**config.mk**
```make
export PLATFORM = sky130hd
export DESIGN_NAME = pe_operand_feeder
export DESIGN_NICKNAME = d
export VERILOG_FILES = /design/src/rtl/pe_operand_feeder.sv
export SDC_FILE = /design/constraint.sdc
export NUM_CORES = 1
export LEC_CHECK = 0
export ABC_CLOCK_PERIOD_IN_PS = 3700
export BUFFER_PORTS_ARGS = -buffer_cell sky130_fd_sc_hd__buf_2
export CORE_MARGIN = 2
export CORE_UTILIZATION = 55
export DETAILED_ROUTE_END_ITERATION = 10
export GPL_TIMING_DRIVEN = 0
export HOLD_SLACK_MARGIN = 0.08
export PLACE_DENSITY = 0.74
export SLEW_MARGIN = 15
export SYNTH_ARGS = -nofsm -noshare
export SYNTH_HDL_FRONTEND = slang
export SYNTH_SLANG_ARGS = --single-unit
export TNS_END_PERCENT = 50
```
**constraint.sdc**
```tcl
create_clock -name clk_i -period 3.7 [get_ports clk_i]
set_input_delay 0.185 -clock clk_i [delete_from_list [all_inputs] [get_ports clk_i]]
set_output_delay 0.185 -clock clk_i [all_outputs]
set_load 0.05 [all_outputs]
```
**src/rtl/pe_operand_feeder.sv**
```systemverilog
// Buffers an NxN A (row-major) and B (column-major) matrix and streams them with diagonal skew into the PE mesh edges.
// Optional sticky err flag for requests made while busy: define FEEDER_ERR_EN.
module pe_operand_feeder #(
  parameter int N      = 4,
  parameter int DATA_W = 8,
  parameter int ADDR_W = $clog2(N)
) (
  input  logic                clk_i,
  input  logic                rst_ni,
  input  logic                wr_en_i,
  input  logic                wr_sel_i,
  input  logic [ADDR_W-1:0]   wr_row_i,
  input  logic [ADDR_W-1:0]   wr_col_i,
  input  logic [DATA_W-1:0]   wr_data_i,
  input  logic                start_i,
  output logic                busy_o,
  output logic                acc_clr_o,
  output logic [N*DATA_W-1:0] a_edge_o,
  output logic [N*DATA_W-1:0] b_edge_o,
  output logic                done_o
`ifdef FEEDER_ERR_EN
  ,
  output logic                err_o,
  input  logic                err_clr_i
`endif
);

  localparam int CNT_W = $clog2(2 * N);
  localparam logic [CNT_W-1:0] STREAM_LAST = CNT_W'(2 * N - 2);
  localparam logic [CNT_W-1:0] FLUSH_LAST  = CNT_W'(N - 1);

  typedef enum logic [2:0] {ST_IDLE, ST_CLR, ST_STREAM, ST_FLUSH, ST_DONE} state_e;

  state_e              state_q;
  logic [CNT_W-1:0]    cnt_q;
  logic                busy_q, acc_clr_q, done_q;
  logic [N*DATA_W-1:0] a_edge_q, b_edge_q;
  logic [N*DATA_W-1:0] a_edge_d, b_edge_d;
  logic [CNT_W-1:0]    k_d;

  logic [DATA_W-1:0] a_mem_q [N][N];
  logic [DATA_W-1:0] b_mem_q [N][N];

  always_ff @(posedge clk_i) begin
    if (wr_en_i && state_q == ST_IDLE) begin
      if (wr_sel_i) b_mem_q[wr_row_i][wr_col_i] <= wr_data_i;
      else          a_mem_q[wr_row_i][wr_col_i] <= wr_data_i;
    end
  end

  // Edges are registered, so they are built from the stream index of the coming cycle.
  assign k_d = (state_q == ST_CLR) ? '0 : cnt_q + 1'b1;

  for (genvar gi = 0; gi < N; gi++) begin : g_edge
    logic [CNT_W-1:0] off;
    logic             hit;
    assign off = k_d - CNT_W'(gi);
    assign hit = (k_d >= CNT_W'(gi)) && (off < CNT_W'(N));
    assign a_edge_d[gi*DATA_W +: DATA_W] = hit ? a_mem_q[gi][off[ADDR_W-1:0]] : '0;
    assign b_edge_d[gi*DATA_W +: DATA_W] = hit ? b_mem_q[off[ADDR_W-1:0]][gi] : '0;
  end

  always_ff @(posedge clk_i or negedge rst_ni) begin
    if (!rst_ni) begin
      state_q   <= ST_IDLE;
      cnt_q     <= '0;
      busy_q    <= 1'b0;
      acc_clr_q <= 1'b0;
      done_q    <= 1'b0;
      a_edge_q  <= '0;
      b_edge_q  <= '0;
    end else begin
      case (state_q)
        ST_IDLE: begin
          if (start_i) begin
            state_q   <= ST_CLR;
            cnt_q     <= '0;
            busy_q    <= 1'b1;
            acc_clr_q <= 1'b1;
          end
        end
        ST_CLR: begin
          state_q   <= ST_STREAM;
          cnt_q     <= '0;
          acc_clr_q <= 1'b0;
          a_edge_q  <= a_edge_d;
          b_edge_q  <= b_edge_d;
        end
        ST_STREAM: begin
          if (cnt_q == STREAM_LAST) begin
            state_q  <= ST_FLUSH;
            cnt_q    <= '0;
            a_edge_q <= '0;
            b_edge_q <= '0;
          end else begin
            cnt_q    <= k_d;
            a_edge_q <= a_edge_d;
            b_edge_q <= b_edge_d;
          end
        end
        ST_FLUSH: begin
          if (cnt_q == FLUSH_LAST) begin
            state_q <= ST_DONE;
            cnt_q   <= '0;
            done_q  <= 1'b1;
          end else begin
            cnt_q <= cnt_q + 1'b1;
          end
        end
        ST_DONE: begin
          state_q <= ST_IDLE;
          cnt_q   <= '0;
          done_q  <= 1'b0;
          busy_q  <= 1'b0;
        end
        default: begin
          state_q   <= ST_IDLE;
          cnt_q     <= '0;
          busy_q    <= 1'b0;
          acc_clr_q <= 1'b0;
          done_q    <= 1'b0;
          a_edge_q  <= '0;
          b_edge_q  <= '0;
        end
      endcase
    end
  end

  assign busy_o    = busy_q;
  assign acc_clr_o = acc_clr_q;
  assign done_o    = done_q;
  assign a_edge_o  = a_edge_q;
  assign b_edge_o  = b_edge_q;

`ifdef FEEDER_ERR_EN
  logic err_q;
  // A new error outranks a clear in the same cycle.
  always_ff @(posedge clk_i or negedge rst_ni) begin
    if (!rst_ni)                         err_q <= 1'b0;
    else if (busy_q && (wr_en_i || start_i)) err_q <= 1'b1;
    else if (err_clr_i)                  err_q <= 1'b0;
  end
  assign err_o = err_q;
`endif

endmodule
```
==> results of run 1 <==
==> through the flow <==
stage	hold WS [ns]	worst slack [ns]	cells	setup TNS, ns
finish	0.124	0.231	1179	0
global route	0.156	0.0298	1179	0
CTS	0.132	0.0974	1179	0
detailed placement	0.0999	-0.505	1119	-4.95
global placement	0.458	-0.431	1118	-4.12
floorplan	-0.111	0.399	750	0
==> layout make-up <==
| type | count | area share (%) |
|---|---|---|
| Inverter | 6 | 0.173 |
| Timing Repair Buffer | 86 | 3.21 |
| Clock buffer | 48 | 6.95 |
| Tap cell | 285 | 2.46 |
| Buffer | 47 | 1.41 |
| Multi-Input combinational cell | 366 | 19.0 |
| Clock inverter | 12 | 1.11 |
| Sequential cell | 329 | 65.7 |
==> power by group <==
group	total [W]	switching [W]	internal [W]
registers	0.00447	0.000164	0.00430
clock network	0.00352	0.00135	0.00217
logic	0.00514	0.00336	0.00178
total	0.0131	0.00487	0.00825
==> registers in the layout, summed over array words and instances, names as in the netlist <==
name       count
b_mem_q      128
a_mem_q      128
cnt_q          3
busy_o         1
state_q        3
acc_clr_o      1
a_edge_o      32
done_o         1
b_edge_o      32
==> Yosys cell counts (2+ instances only) <==
| library cell | n | area (µm²) |
|---|---|---|
| nor2_1 | 38 | 143 |
| edfxtp_1 | 256 | 7690 |
| a32oi_1 | 13 | 114 |
| a22o_1 | 47 | 412 |
| nand2_1 | 52 | 195 |
| nand2b_1 | 3 | 18.8 |
| a22oi_1 | 16 | 120 |
| nand3_1 | 22 | 110 |
| clkbuf_1 | 32 | 120 |
| inv_1 | 5 | 18.8 |
| nor2b_1 | 4 | 25.0 |
| o21ai_0 | 51 | 255 |
| a32o_1 | 19 | 190 |
| nor3_1 | 2 | 10.0 |
| buf_2 | 7 | 35.0 |
| dfrtp_1 | 73 | 1830 |
| buf_1 | 7 | 26.3 |
| buf_4 | 2 | 15.0 |
| a21oi_1 | 4 | 20.0 |
| a21o_1 | 2 | 15.0 |
| ha_1 | 8 | 100 |
| nand3b_1 | 2 | 15.0 |
| mux2i_1 | 48 | 480 |
| and2_1 | 2 | 12.5 |
| mux4_2 | 16 | 360 |
==> cells by family (layout without fill, tap and decap cells) <==
group | count (synthesis) | in the layout
flip-flops | 329 | 329
AO/OA/AOI/OAI | 154 | 154
AND/OR/NAND/NOR | 138 | 138
multiplexers | 65 | 65
buffers and inverters | 55 | 199
adder cells (fa/ha/maj) | 8 | 8
XOR/XNOR | 1 | 1
==> worst register-to-register path: cells and delay by family, from the launching register on <==
family          cells  cell delay (ns)
fa+ha+maj           1             0.22
flops               1             0.36
buf+inv             6             1.50
simple gates        4             1.00
compound gates      2             0.33
==> worst paths after layout <==
kind                               from             end  slack (ns)  cells past startpoint
max                          state_q[1]    a_edge_o[13]        0.23                     13
min                              rst_ni    a_edge_o[12]        0.12                      2
max reg2reg                  state_q[1]    a_edge_o[13]        0.23                     13
min reg2reg                 a_edge_o[7]     a_edge_o[7]        0.49                      1
max in group asynchronous        rst_ni     a_edge_o[7]        3.00                      3
min in group clk_i         wr_data_i[7]  a_mem_q[1][23]        0.24                      1
==> layer usage <==
layer / share of wire [%] / vias up
li1: - / 3166
met1: 42 / 3572
met2: 49 / 271
met3: 6.9 / 50
met4: 2.2 / 2
met5: 0.048 / -
==> timing repair <==
| item | in CTS | in global routing |
|---|---|---|
| pin swaps | 0 | 0 |
| setup endpoints to repair | 17 | 10 |
| hold buffers | 2 | 0 |
| hold endpoints to repair | 77 | 0 |
| resized for setup | 1 | 1 |
==> out/metrics.csv, run 1 <==
metric,value,unit
slowest_delay,0.53,ns
synth_edf_count,256,
post_cts_buffers,0,
synthCells,750,
dr.pass1.iters,6,
grt_remaining_overflow,0,
crit_family,buffers and inverters,
path_clk_slew,0.06,ns
grt_pass1_wl,40400,µm
nNetsFinal,895,
placed_area,13300,µm²
end_kind,flop,
drv_slew,0,
layout_common_cells,"edfxtp_1 (256), buf_2 (88), dfrtp_1 (73), nand2_1 (52), o21ai_0 (51)",
critPathKind,reg2reg,
yosysSeqAreaShare,76.1,%
status,"complete, no violations",
cts.path.max_buffers,3,
tightest_slew,0.910,ns
hp-class,in2async,
design_area,14500,µm²
cp_num_buf_inv,6,
setup_viol,0,
cp_slowest_cell,nor3b_4,
die_w,155,µm
final_antenna_net_count,0,
grtUsageMet3,4.12,%
drt_first_iter_violations,597,
htreeDepth,2,
cts_tree,done,
yosysWarnings,0,
fin_crit,3.47,ns
synthAdderAreaFrac,0.801,%
coreArea,22500,µm²
synth_xor_area_share,0.0701,%
relSlewSlack,39.1,%
crit_path_cell_trace,"buf_2, nor3b_4, nor2_4, inv_4, buf_4, buf_2, ha_1, nor3_1, a31oi_1, and4_1, clkbuf_1, buf_2, a22o_1",
cp.arrival,3.91,ns
ys_seq_elements,329,
start_kind,flop,
async_flop_share,22.2,%
synth-compound-area-share,9.12,%
power,0.0131,W
gp_congestion,0.828,
grt_max_degree,55,
p_leak,5.39,nW
port_buffers,83,
initial_core_util,55.5,%
fin_util,64.4,%
ir_drop,0.661,mV
power.density,906,nW/µm²
clock-root-buffer,clkbuf_16,
fmax,288,MHz
cts_made_buffers,34,
dp_hpwl,16400,µm
synthesis.area,12500,µm²
synth_cell_types,44,
synth_nets,775,
rsz0062_at_grt,false,
synth-main-ff-cell,edfxtp_1,
worstSkewPairLatency,0.51,ns
finalHoldViolCount,0,
drv_cap,0,
num_antenna_cells,0,
n_fill_cell,1584,
fp-row-count,55,
drive_above_1_share,18.9,%
final_common_cell,edfxtp_1,
fin_skew,0.0235,ns
top_usage_layer,met2,
dieArea,23900,µm²
fin_crit_sh,93.7,%
routedWlPerCell,22.8,µm
grtUsageTotal,22.7,%
area_growth_syn_to_layout,15.9,%
dieHeight,155,µm
grt_use_met1,32.1,%
synth-simple-area-share,5.22,%
avgViaCountPerCell,5.99,
cts_sinks,329,
drc,0,
worstPathMaxFanout,10,
antenna_found_initial,1,
synth.mux.area_fraction,6.82,%
synth.avg_cell_area,16.7,µm²
multi_input_area,2750,µm²
regArea,9510,µm²
required,4.14,ns
io-pin-count,84,
grt_pass1_vias,7056,
synth_top_family_by_area,compound AO/OA/AOI/OAI gates,
path_common_cell,buf_2,
vias,7061,
wl,26900,µm
grtUsageMet2,36.7,%
Note: power is estimated with default switching activity, not from simulation.
==> inputs of run 2 (changes only) <==
--- a/config.mk
+++ b/config.mk
@@ -7,6 +7,7 @@
 export LEC_CHECK = 0
 export ABC_CLOCK_PERIOD_IN_PS = 3700
 export BUFFER_PORTS_ARGS = -buffer_cell sky130_fd_sc_hd__buf_2
+export CORE_ASPECT_RATIO = 1.5
 export CORE_MARGIN = 2
 export CORE_UTILIZATION = 55
 export DETAILED_ROUTE_END_ITERATION = 10
==> run 2 against run 1 <==
  * Critical path depth shrank 2
  * Register-to-register slack gained 0.04 ns
  * Clock power shrank 15%
  * Clock-buffer cell count shrank 6
  * Utilization shrank 0.39 points
  * Critical endpoint is now a_edge_o[25]
  * Largest power group unchanged
==> out/metrics.csv, run 2 (synthesis gave the netlist of run 1 again) <==
metric,value,unit,change
status,"complete, no violations",,unchanged
required,4.12,ns,was 4.14 ns
drive_above_1_share,18.7,%,was 18.9%
gp_congestion,0.777,,was 0.828
design_area,14300,µm²,was 14500 µm²
dp_hpwl,16700,µm,was 16400 µm
place_inst,1110,,was 1119
n_fill_cell,1566,,was 1584
relSlewSlack,30.6,%,was 39.1%
grt_remaining_overflow,0,,unchanged
power.density,884,nW/µm²,was 906 nW/µm²
critPathKind,reg2reg,,unchanged
start_kind,flop,,unchanged
grt_pass1_wl,40200,µm,was 40400 µm
cts_made_buffers,29,,was 34
initial_core_util,56.1,%,was 55.5%
layout_common_cells,"edfxtp_1 (256), buf_2 (89), dfrtp_1 (73), nand2_1 (52), o21ai_0 (51)",,"was edfxtp_1 (256), buf_2 (88), dfrtp_1 (73), nand2_1 (52), o21ai_0 (51)"
cp.arrival,3.85,ns,was 3.91 ns
setup_viol,0,,unchanged
nNetsFinal,890,,was 895
worstPathMaxFanout,19,,was 10
grt_max_degree,39,,was 55
routedWlPerCell,22.7,µm,was 22.8 µm
io-pin-count,84,,unchanged
tightest_slew,1.03,ns,was 0.910 ns
cts.path.max_buffers,3,,unchanged
fin_crit,3.43,ns,was 3.47 ns
hp-class,in2async,,unchanged
drc,0,,unchanged
fmax,292,MHz,was 288 MHz
final_antenna_net_count,0,,unchanged
vias,6962,,was 7061
placed_area,13300,µm²,about the same
coreArea,22300,µm²,was 22500 µm²
cts_sinks,329,,unchanged
antenna_found_initial,2,,was 1
avgViaCountPerCell,5.98,,was 5.99
path_clk_slew,0.07,ns,was 0.06 ns
reg.largest.list,"a_mem_q x128, b_mem_q x128",,unchanged
drv_cap,0,,unchanged
rsz0062_at_grt,false,,unchanged
final_common_cell,edfxtp_1,,unchanged
wl,26400,µm,was 26900 µm
post_cts_buffers,0,,unchanged
clock-root-buffer,clkbuf_16,,unchanged
fin_cells,1164,,was 1179
die_w,127,µm,was 155 µm
rrSetupSlack,0.27,ns,was 0.23 ns
port_buffers,83,,unchanged
fp-row-count,67,,was 55
fin_util,64.0,%,was 64.4%
grt_pass1_vias,7187,,was 7056
dr.pass1.iters,5,,was 6
finalHoldViolCount,0,,unchanged
worstSkewPairLatency,0.55,ns,was 0.51 ns
ir_drop,0.579,mV,was 0.661 mV
dieHeight,189,µm,was 155 µm
fin_skew,0.0171,ns,was 0.0235 ns
htreeDepth,1,,was 2
end_kind,flop,,unchanged
area_growth_syn_to_layout,14.1,%,was 15.9%
drv_slew,0,,unchanged
fin_crit_sh,92.7,%,was 93.7%
drt_first_iter_violations,658,,was 597
grtUsageTotal,22.3,%,was 22.7%
dieArea,24000,µm²,was 23900 µm²
p_leak,5.28,nW,was 5.39 nW
cts_tree,done,,unchanged
run 2: changes by cell type in the layout (fill, tap and decap cells not counted), sizes merged:
cell,before,now
clkbuf,80,73
clkinv,7,8
bufinv,4,1
buf,99,100
diode,0,1
clkinvlp,0,1
run 2: critical path: stages (launching register included):
cell,delay [ns]
dfrtp_1,0.35
buf_4,0.20
inv_1,0.10
ha_1,0.29
clkbuf_1,0.21
nor2_1,0.19
buf_2,0.40
inv_1,0.16
ha_2,0.49
clkbuf_2,0.31
mux4_2,0.39
a22o_1,0.22
run 2: report_power, final:
| group | internal [W] | leakage (nW) | switching [W] | total, W |
|---|---|---|---|---|
| Sequential | 0.00430 | 3.25 | 0.000165 | 0.00447 |
| Combinational | 0.00178 | 1.56 | 0.00338 | 0.00516 |
| Clock | 0.00171 | 0.476 | 0.00129 | 0.00299 |
| Total | 0.00778 | 5.28 | 0.00483 | 0.0126 |
run 2: repair_timing:
action,CTS,global route
hold buffers,2,0
resized for setup,2,0
setup endpoints to repair,10,30
endpoints found under the hold margin,77,0
run 2: final timing paths:
kind / start / to / depth (start not counted)
hold / removal: rst_ni / a_edge_o[9] / 2
hold reg to reg: a_edge_o[2] / a_edge_o[2] / 1
setup reg to reg: cnt_q[0] / a_edge_o[25] / 11
max in group asynchronous: rst_ni / b_edge_o[3] / 3
setup / recovery: cnt_q[0] / a_edge_o[25] / 11
min in group clk_i: wr_data_i[1] / b_mem_q[1][17] / 1
run 2: stage by stage:
stage / hold WS (ns) / TNS [ns] / setup slack (ns) / power [W]
floorplan: -0.111 / 0 / 0.399 / 0.00827
detailed placement: 0.185 / -4.08 / -0.443 / 0.00968
CTS: 0.152 / 0 / 0.0151 / 0.0127
global route: 0.195 / 0 / 0.0830 / 0.0132
global placement: 0.460 / -3.34 / -0.371 / 0.00957
finish: 0.150 / 0 / 0.271 / 0.0126
run 2: routing by layer:
| metal | share of wire (%) | routed length, µm | vias up | track usage (%) |
|---|---|---|---|---|
| met1 | 39 | 10200 | 3522 | 27.6 |
| met3 | 4.7 | 1230 | 66 | 2.92 |
| met2 | 53 | 13900 | 219 | 39.7 |
| met4 | 4.1 | 1080 | 0 | 8.83 |
| li1 | - | - | 3155 | - |
| met5 | 0 | 0 | - | 0 |
run 2: final cells by class:
class / count / area (µm²) / area share (%)
multi-input cells: 366 / 2760 / 19.3
inverters: 6 / 25.0 / 0.175
clock buffers: 42 / 867 / 6.08
plain buffers: 47 / 201 / 1.41
flip-flops and latches: 329 / 9510 / 66.7
repair buffers: 86 / 458 / 3.21
well taps: 276 / 345 / 2.42
diodes: 1 / 2.50 / 0.0175
clock inverters: 11 / 97.6 / 0.684
